<file path="src/rtl/mdio_pkg.sv">
// Shared definitions for the MDIO PHY sequencer: register map, bit positions,
// speed encodings and the controller state encoding.
package mdio_pkg;

    // IEEE 802.3 clause 22 register addresses
    localparam logic [4:0] REG_BMCR = 5'd0;
    localparam logic [4:0] REG_BMSR = 5'd1;

    // Bit positions inside BMCR / BMSR
    localparam int BMCR_RST  = 15;
    localparam int BMSR_LINK = 2;
    localparam int BMSR_AN   = 5;

    // Speed field encodings as reported by the vendor status register
    localparam logic [1:0] SPEED_10   = 2'b00;
    localparam logic [1:0] SPEED_100  = 2'b01;
    localparam logic [1:0] SPEED_1000 = 2'b10;

    // Controller states
    typedef logic [3:0] state_t;
    localparam state_t ST_BOOT      = 4'd0;
    localparam state_t ST_CFG_WR    = 4'd1;
    localparam state_t ST_CHK_RST   = 4'd2;
    localparam state_t ST_POLL_WAIT = 4'd3;
    localparam state_t ST_RD_BMSR   = 4'd4;
    localparam state_t ST_RD_SPD    = 4'd5;
    localparam state_t ST_HOST      = 4'd6;
    localparam state_t ST_ERR       = 4'd7;

    // Extract the speed field from the vendor status register value
    function automatic logic [1:0] speed_field(input logic [15:0] val);
        return val[15:14];
    endfunction

endpackage

</file>
<file path="src/rtl/smi_txn.sv">
// Single SMI transaction engine: issues a one-cycle request, holds the
// operands until the master reports completion, captures read data and
// aborts with a timeout pulse if the master never finishes.
module smi_txn #(
    parameter logic [19:0] TIMEOUT = 20'd100_000
) (
    input  logic        clk,
    input  logic        rst,
    input  logic        start,
    input  logic        we,
    input  logic [4:0]  reg_addr,
    input  logic [15:0] wdata,
    output logic        busy,
    output logic        fin,
    output logic        tout,
    output logic [15:0] rdata,
    output logic [4:0]  smi_reg_addr,
    output logic [15:0] smi_write_data,
    output logic        smi_write_req,
    output logic        smi_read_req,
    input  logic [15:0] smi_read_data,
    input  logic        smi_data_valid,
    input  logic        smi_done
);

    logic [19:0] cnt;

    // Request pulse, operand hold, completion wait and timeout supervision
    always_ff @(posedge clk) begin
        if (rst) begin
            busy           <= 1'b0;
            fin            <= 1'b0;
            tout           <= 1'b0;
            rdata          <= 16'd0;
            cnt            <= 20'd0;
            smi_reg_addr   <= 5'd0;
            smi_write_data <= 16'd0;
            smi_write_req  <= 1'b0;
            smi_read_req   <= 1'b0;
        end else begin
            smi_write_req <= 1'b0;
            smi_read_req  <= 1'b0;
            fin           <= 1'b0;
            tout          <= 1'b0;
            if (busy) begin
                if (smi_data_valid) begin
                    rdata <= smi_read_data;
                end
                if (smi_done) begin
                    busy <= 1'b0;
                    fin  <= 1'b1;
                end else if (cnt >= TIMEOUT - 20'd1) begin
                    // Counter stops here; the owner treats this as fatal
                    busy <= 1'b0;
                    tout <= 1'b1;
                end else begin
                    cnt <= cnt + 20'd1;
                end
            end else if (start) begin
                busy          <= 1'b1;
                cnt           <= 20'd0;
                smi_reg_addr  <= reg_addr;
                if (we) begin
                    smi_write_data <= wdata;
                end
                smi_write_req <= we;
                smi_read_req  <= ~we;
            end
        end
    end

endmodule

</file>
<file path="src/rtl/mdio_phy_ctrl.sv">
// PHY bring-up and status poller in front of the SMI master. Configures BMCR,
// waits for the soft reset to self-clear, then periodically reads BMSR and the
// vendor speed register. Host register accesses share the SMI master and are
// only granted between polls.
module mdio_phy_ctrl
    import mdio_pkg::*;
#(
    parameter logic [4:0]  PHY_ADDR     = 5'd1,
    parameter logic [15:0] BMCR_INIT    = 16'h9140,
    parameter logic [4:0]  SPEED_REG    = 5'h11,
    parameter logic [15:0] BOOT_CYCLES  = 16'd5000,
    parameter logic [23:0] POLL_CYCLES  = 24'd5_000_000,
    parameter logic [7:0]  RST_POLL_MAX = 8'd50,
    parameter logic [19:0] SMI_TIMEOUT  = 20'd100_000
) (
    input  logic        clk,
    input  logic        rst,
    output logic [4:0]  smi_phy_addr,
    output logic [4:0]  smi_reg_addr,
    output logic        smi_write_req,
    output logic [15:0] smi_write_data,
    output logic        smi_read_req,
    input  logic [15:0] smi_read_data,
    input  logic        smi_data_valid,
    input  logic        smi_done,
    input  logic        host_req,
    input  logic        host_we,
    input  logic [4:0]  host_reg,
    input  logic [15:0] host_wdata,
    output logic        host_ack,
    output logic [15:0] host_rdata,
    output logic        init_done,
    output logic        link_up,
    output logic        an_done,
    output logic [1:0]  speed,
    output logic        status_valid,
    output logic        err
);

    state_t      state;
    logic [15:0] boot_cnt;
    logic [23:0] poll_cnt;
    logic [7:0]  rst_reads;
    logic        issued;
    logic        an_pend;

    logic        txn_state;
    logic        txn_start;
    logic        txn_we;
    logic [4:0]  txn_reg;
    logic [15:0] txn_wdata;
    logic        txn_busy;
    logic        txn_fin;
    logic        txn_tout;
    logic [15:0] txn_rdata;

    assign smi_phy_addr = PHY_ADDR;

    assign txn_state = (state == ST_CFG_WR)  || (state == ST_CHK_RST) ||
                       (state == ST_RD_BMSR) || (state == ST_RD_SPD)  ||
                       (state == ST_HOST);

    // One transaction per visit to a transaction state; re-armed on completion
    assign txn_start = txn_state && !issued && !txn_busy;

    // Select the operands of the transaction owned by the current state
    always_comb begin
        txn_we    = 1'b0;
        txn_reg   = REG_BMCR;
        txn_wdata = 16'd0;
        case (state)
            ST_CFG_WR: begin
                txn_we    = 1'b1;
                txn_reg   = REG_BMCR;
                txn_wdata = BMCR_INIT;
            end
            ST_CHK_RST: txn_reg = REG_BMCR;
            ST_RD_BMSR: txn_reg = REG_BMSR;
            ST_RD_SPD:  txn_reg = SPEED_REG;
            ST_HOST: begin
                txn_we    = host_we;
                txn_reg   = host_reg;
                txn_wdata = host_wdata;
            end
            default: ;
        endcase
    end

    smi_txn #(
        .TIMEOUT(SMI_TIMEOUT)
    ) u_txn (
        .clk            (clk),
        .rst            (rst),
        .start          (txn_start),
        .we             (txn_we),
        .reg_addr       (txn_reg),
        .wdata          (txn_wdata),
        .busy           (txn_busy),
        .fin            (txn_fin),
        .tout           (txn_tout),
        .rdata          (txn_rdata),
        .smi_reg_addr   (smi_reg_addr),
        .smi_write_data (smi_write_data),
        .smi_write_req  (smi_write_req),
        .smi_read_req   (smi_read_req),
        .smi_read_data  (smi_read_data),
        .smi_data_valid (smi_data_valid),
        .smi_done       (smi_done)
    );

    // Sequencer: boot wait, PHY init, poll scheduling, host arbitration, status
    always_ff @(posedge clk) begin
        if (rst) begin
            state        <= ST_BOOT;
            boot_cnt     <= 16'd0;
            poll_cnt     <= 24'd0;
            rst_reads    <= 8'd0;
            issued       <= 1'b0;
            an_pend      <= 1'b0;
            host_ack     <= 1'b0;
            host_rdata   <= 16'd0;
            init_done    <= 1'b0;
            link_up      <= 1'b0;
            an_done      <= 1'b0;
            speed        <= SPEED_10;
            status_valid <= 1'b0;
            err          <= 1'b0;
        end else begin
            host_ack     <= 1'b0;
            status_valid <= 1'b0;
            case (state)
                ST_BOOT: begin
                    // Long enough for a frame abandoned by reset to drain
                    if (boot_cnt >= BOOT_CYCLES) begin
                        state <= ST_CFG_WR;
                    end else begin
                        boot_cnt <= boot_cnt + 16'd1;
                    end
                end

                ST_POLL_WAIT: begin
                    // host_ack high means the request just served is still
                    // visible; do not mistake it for a new one
                    if (host_req && !host_ack) begin
                        state <= ST_HOST;
                    end else if (poll_cnt == 24'd0) begin
                        state <= ST_RD_BMSR;
                    end else begin
                        poll_cnt <= poll_cnt - 24'd1;
                    end
                end

                ST_ERR: ;

                ST_CFG_WR, ST_CHK_RST, ST_RD_BMSR, ST_RD_SPD, ST_HOST: begin
                    if (txn_start) begin
                        issued <= 1'b1;
                    end
                    if (txn_tout) begin
                        err    <= 1'b1;
                        issued <= 1'b0;
                        state  <= ST_ERR;
                    end else if (txn_fin) begin
                        issued <= 1'b0;
                        case (state)
                            ST_CFG_WR: state <= ST_CHK_RST;

                            ST_CHK_RST: begin
                                if (rst_reads != 8'hFF) begin
                                    rst_reads <= rst_reads + 8'd1;
                                end
                                if (!txn_rdata[BMCR_RST]) begin
                                    init_done <= 1'b1;
                                    poll_cnt  <= POLL_CYCLES;
                                    state     <= ST_POLL_WAIT;
                                end else if ({1'b0, rst_reads} + 9'd1 >= {1'b0, RST_POLL_MAX}) begin
                                    err   <= 1'b1;
                                    state <= ST_ERR;
                                end
                            end

                            ST_RD_BMSR: begin
                                if (txn_rdata[BMSR_LINK]) begin
                                    // Publish only once speed is known too
                                    an_pend <= txn_rdata[BMSR_AN];
                                    state   <= ST_RD_SPD;
                                end else begin
                                    link_up      <= 1'b0;
                                    an_done      <= txn_rdata[BMSR_AN];
                                    speed        <= SPEED_10;
                                    status_valid <= 1'b1;
                                    poll_cnt     <= POLL_CYCLES;
                                    state        <= ST_POLL_WAIT;
                                end
                            end

                            ST_RD_SPD: begin
                                link_up      <= 1'b1;
                                an_done      <= an_pend;
                                speed        <= speed_field(txn_rdata);
                                status_valid <= 1'b1;
                                poll_cnt     <= POLL_CYCLES;
                                state        <= ST_POLL_WAIT;
                            end

                            ST_HOST: begin
                                // Poll counter is left running where it was
                                host_ack <= 1'b1;
                                if (!host_we) begin
                                    host_rdata <= txn_rdata;
                                end
                                state <= ST_POLL_WAIT;
                            end

                            default: state <= ST_ERR;
                        endcase
                    end
                end

                default: begin
                    err   <= 1'b1;
                    state <= ST_ERR;
                end
            endcase
        end
    end

endmodule

</file>
<file path="config.mk">
export PLATFORM = sky130hd
export DESIGN_NAME = mdio_phy_ctrl
export DESIGN_NICKNAME = d
export VERILOG_FILES = /design/src/rtl/mdio_pkg.sv /design/src/rtl/smi_txn.sv /design/src/rtl/mdio_phy_ctrl.sv
export SDC_FILE = /design/constraint.sdc
export NUM_CORES = 1
export LEC_CHECK = 0
export CAP_MARGIN = 25
export CORE_ASPECT_RATIO = 1.1
export CORE_MARGIN = 3
export CORE_UTILIZATION = 35
export DETAILED_ROUTE_END_ITERATION = 6
export PLACE_DENSITY_LB_ADDON = 0.08
export RECOVER_POWER = 100
export SLEW_MARGIN = 20
export SYNTH_ARGS = -nofsm -noshare
export SYNTH_HDL_FRONTEND = slang
export SYNTH_HIERARCHICAL = 1
export SYNTH_SLANG_ARGS = --single-unit
</file>
<file path="constraint.sdc">
create_clock -name clk -period 2.35 [get_ports clk]
set_input_delay 0.47 -clock clk [delete_from_list [all_inputs] [get_ports clk]]
set_output_delay 0.47 -clock clk [all_outputs]
set_load 0.03 [all_outputs]
</file>
==> results.json, run 1 <==
{
  "path_class": "input port to flop",
  "ys_warn_count": 6,
  "utilization": 0.4711,
  "path_cells": "clkdlybuf4s50_1, or4b_4, a311oi_4, buf_4, nand2_4, or4_1, a21oi_1",
  "drv_slew": 0,
  "initial_utilization": 0.3575,
  "finalPower_mw": 8.755,
  "place_congestion": 0.9102,
  "num_antenna_cells": 0,
  "drt_iter0_drc": 255,
  "dp_hpwl_um": 12380,
  "drtAntennaViolNets": 0,
  "p_seq_frac": 0.329,
  "p_clk_frac": 0.318,
  "max_freq_ghz": 0.4469,
  "avgRoutedWirePerCell_um": 15.05,
  "grt_max_degree": 46,
  "grt_pass1_wl_um": 28150,
  "cp.arrival_ns": 2.59,
  "crit_buf_inv": 2,
  "coreArea_sq_um": 17740,
  "grt.total_usage": 0.1756,
  "drtPass1Iterations": 5,
  "nets": 958,
  "die_area_sq_um": 19770,
  "port_buffers": 89,
  "yosysUniqueCellTypes": 68,
  "peakVddDrop_uv": 562.6,
  "dieHeight_um": 147.2,
  "overflow": 0,
  "p_int_mw": 5.627,
  "core.rowCount": 51,
  "insertion_delay_ns": 0.42,
  "htreeDepth": 4,
  "critPathMaxStageDelay_ns": 0.51,
  "power_leakage_nw": 3.057,
  "drc": 0,
  "hold_viol_final": 0,
  "whs_ns": 0.4517,
  "cp_slowest_cell": "or4b_4",
  "cp.required_ns": 2.70,
  "design_area_sq_um": 8357,
  "endpoint_kind": "flop",
  "synth_seq_cells": 139,
  "syn_area_per_cell_sq_um": 7.988,
  "syn_to_final_growth_pct": 31.76,
  "period_share": 0.9523,
  "cp_max_fo": 5,
  "cp_top_family": "simple AND/OR/NAND/NOR gates",
  "cts_buffers": 17,
  "cts_tree": "done",
  "synth_area_sq_um": 6342,
  "startpoint_type": "input port",
  "clock_skew_ns": 0.006739,
  "cap_violations": 0,
  "fin_crit_ns": 2.238,
  "postSynth.asyncResetShare": 0,
  "via_per_inst": 5.097,
  "path_clk_slew_ns": 0.06,
  "wl_um": 17460,
  "power_switching_share": 0.3573,
  "yosysSeqAreaShare": 0.4387,
  "fillers": 1771,
  "comb_power_share": 0.353,
  "root_buffer": "clkbuf_16",
  "drive_above_1_share": 0.1128,
  "slew-limit-headroom": 0.4322,
  "synth-edff-count": 0,
  "ys.flop_type": "dfxtp_1",
  "io_pins": 95,
  "clk_path_buf_depth": 2,
  "grt_pass1_vias": 5574,
  "setup_viol": 0,
  "vias": 5912,
  "die_x_um": 134.4,
  "dpl_cell_area_sq_um": 7734,
  "clock-sinks": 139,
  "power_switching_mw": 3.128,
  "grt_antenna_before_repair": 0,
  "worst_pin_slew_ns": 0.8513,
  "powerDensity_nw_per_um2": 1048,
  "hold_class": "flop to flop",
  "status": "finished clean",
  "syn_inst": 794
}
-- power by group through the flow --
| stage | combinational [mW] | clock [mW] | sequential (mW) |
|---|---|---|---|
| floorplan | 2.08 | 0 | 2.90 |
| global placement | 3.04 | 0 | 2.91 |
| detailed placement | 3.06 | 0 | 2.92 |
| CTS | 3.09 | 2.84 | 2.88 |
| global route | 3.44 | 2.96 | 2.92 |
| finish | 3.09 | 2.79 | 2.88 |
-- metal layers --
layer  GRT usage  part of all wire
met5           0                 0
met1      0.2170              0.45
met2      0.2953              0.50
met3     0.04932             0.037
met4     0.05754             0.016
-- path summary, 6_finish.rpt --
kind | from | endpoint | slack, ns | cells after the start
setup / recovery | smi_done | u_txn/cnt[11] | 0.11 | 7
hold / removal | host_rdata[6] | host_rdata[6] | 0.45 | 2
setup reg to reg | poll_cnt[12] | state[1] | 0.17 | 6
hold reg to reg | host_rdata[6] | host_rdata[6] | 0.45 | 2
-- worst reg2reg max path, delay by kind of cell, from the launching register on --
family / cells / cell delay, ns
AND/OR/NAND/NOR: 3 / 1.20
flip-flops: 1 / 0.35
AO/OA/AOI/OAI: 3 / 0.53
-- registers in the layout, indices dropped and copies added, names as in the netlist --
| signal | count |
|---|---|
| u_txn/smi_write_req | 1 |
| u_txn/tout | 1 |
| err | 1 |
| speed | 2 |
| u_txn/cnt | 20 |
| issued | 1 |
| boot_cnt | 16 |
| rst_reads | 8 |
| link_up | 1 |
| host_rdata | 16 |
| poll_cnt | 24 |
| an_done | 1 |
| u_txn/busy | 1 |
| u_txn/smi_read_req | 1 |
| status_valid | 1 |
| u_txn/rdata | 16 |
| state | 3 |
| host_ack | 1 |
| init_done | 1 |
| u_txn/fin | 1 |
| an_pend | 1 |
| u_txn/smi_write_data | 16 |
| u_txn/smi_reg_addr | 5 |
-- timing repair --
| item | 4_1_cts | 5_1_grt |
|---|---|---|
| setup buffers | 0 | 2 |
| endpoints found under the setup margin | 0 | 17 |
| hold buffers | 0 | 0 |
| resized for setup | 0 | 2 |
-- cells in the mapped netlist (12+ instances only) --
master	instances	area, sq um
nor3_1	12	60.06
nand4_1	24	150.1
clkbuf_1	36	135.1
dfxtp_1	139	2783
nand2_1	148	555.5
nand3_1	29	145.1
nor2b_1	12	75.07
a21oi_1	78	390.4
xor2_1	29	254.0
inv_1	16	60.06
and3_1	22	137.6
o21ai_0	16	80.08
nor2_1	82	307.8
-- kinds of logic (layout without fill, tap and decap cells) --
kind of cell | Yosys count | after routing | synth area share
AOI/OAI and AO/OA | 148 | 148 | 0.1468
other | 2 | 5 | 0.001184
DFF | 139 | 139 | 0.4387
adders and majority gates | 6 | 6 | 0.01184
muxes | 3 | 3 | 0.004735
and+or+nand+nor | 396 | 396 | 0.3042
buffers and inverters | 64 | 189 | 0.04281
xor gates and xnor gates | 36 | 36 | 0.04971
-- cells in the final DEF (no fill, tap or decap), types with 7 or more instances in the layout --
master,synthesis,routed
a21oi_1,78,78
nand2_1,148,148
nor4_1,7,7
a311oi_1,9,9
clkdlybuf4s50_1,0,88
xor2_1,29,29
and2_1,9,8
or3_1,9,9
nor2_1,82,82
xnor2_1,7,7
nand2b_1,8,8
nor3_1,12,11
o21ai_0,16,16
nand3_1,29,29
clkbuf_16,0,17
buf_4,7,48
and3_1,22,22
nand4_1,24,24
nor2b_1,12,11
dfxtp_1,139,139
inv_1,16,16
-- through the flow --
step                      worst slack, ns  setup TNS [ns]  cells
after floorplan                    0.1272               0    797
after global placement            -0.3517          -5.813   1126
after detailed placement          -0.3862          -6.667   1126
after CTS                         0.02297               0   1158
after global routing             -0.03297        -0.06083   1160
final                              0.1121               0   1160
-- cell type report --
cell class	instances	area, sq um	share of cell area
inverters	16	60.06	0.007187
clock inverters	15	186.4	0.02231
clock buffers	17	425.4	0.05091
repair buffers	141	1292	0.1547
well taps	238	297.8	0.03563
flip-flops and latches	139	2783	0.3330
multi-input cells	594	3312	0.3963
(Power assumes the default switching activity.)
==> run 2: changes to the inputs <==
--- a/config.mk
+++ b/config.mk
@@ -5,7 +5,6 @@
 export SDC_FILE = /design/constraint.sdc
 export NUM_CORES = 1
 export LEC_CHECK = 0
-export CAP_MARGIN = 25
 export CORE_ASPECT_RATIO = 1.1
 export CORE_MARGIN = 3
 export CORE_UTILIZATION = 35
==> results of run 2 <==
No change in the layout: final DEF, timing and power equal those of run 1.
==> run 3: changes to the inputs <==
--- a/config.mk
+++ b/config.mk
@@ -16,3 +16,4 @@
 export SYNTH_HDL_FRONTEND = slang
 export SYNTH_HIERARCHICAL = 1
 export SYNTH_SLANG_ARGS = --single-unit
+export TNS_END_PERCENT = 100
==> results of run 3 <==
No change in the layout: final DEF, timing and power equal those of run 1.
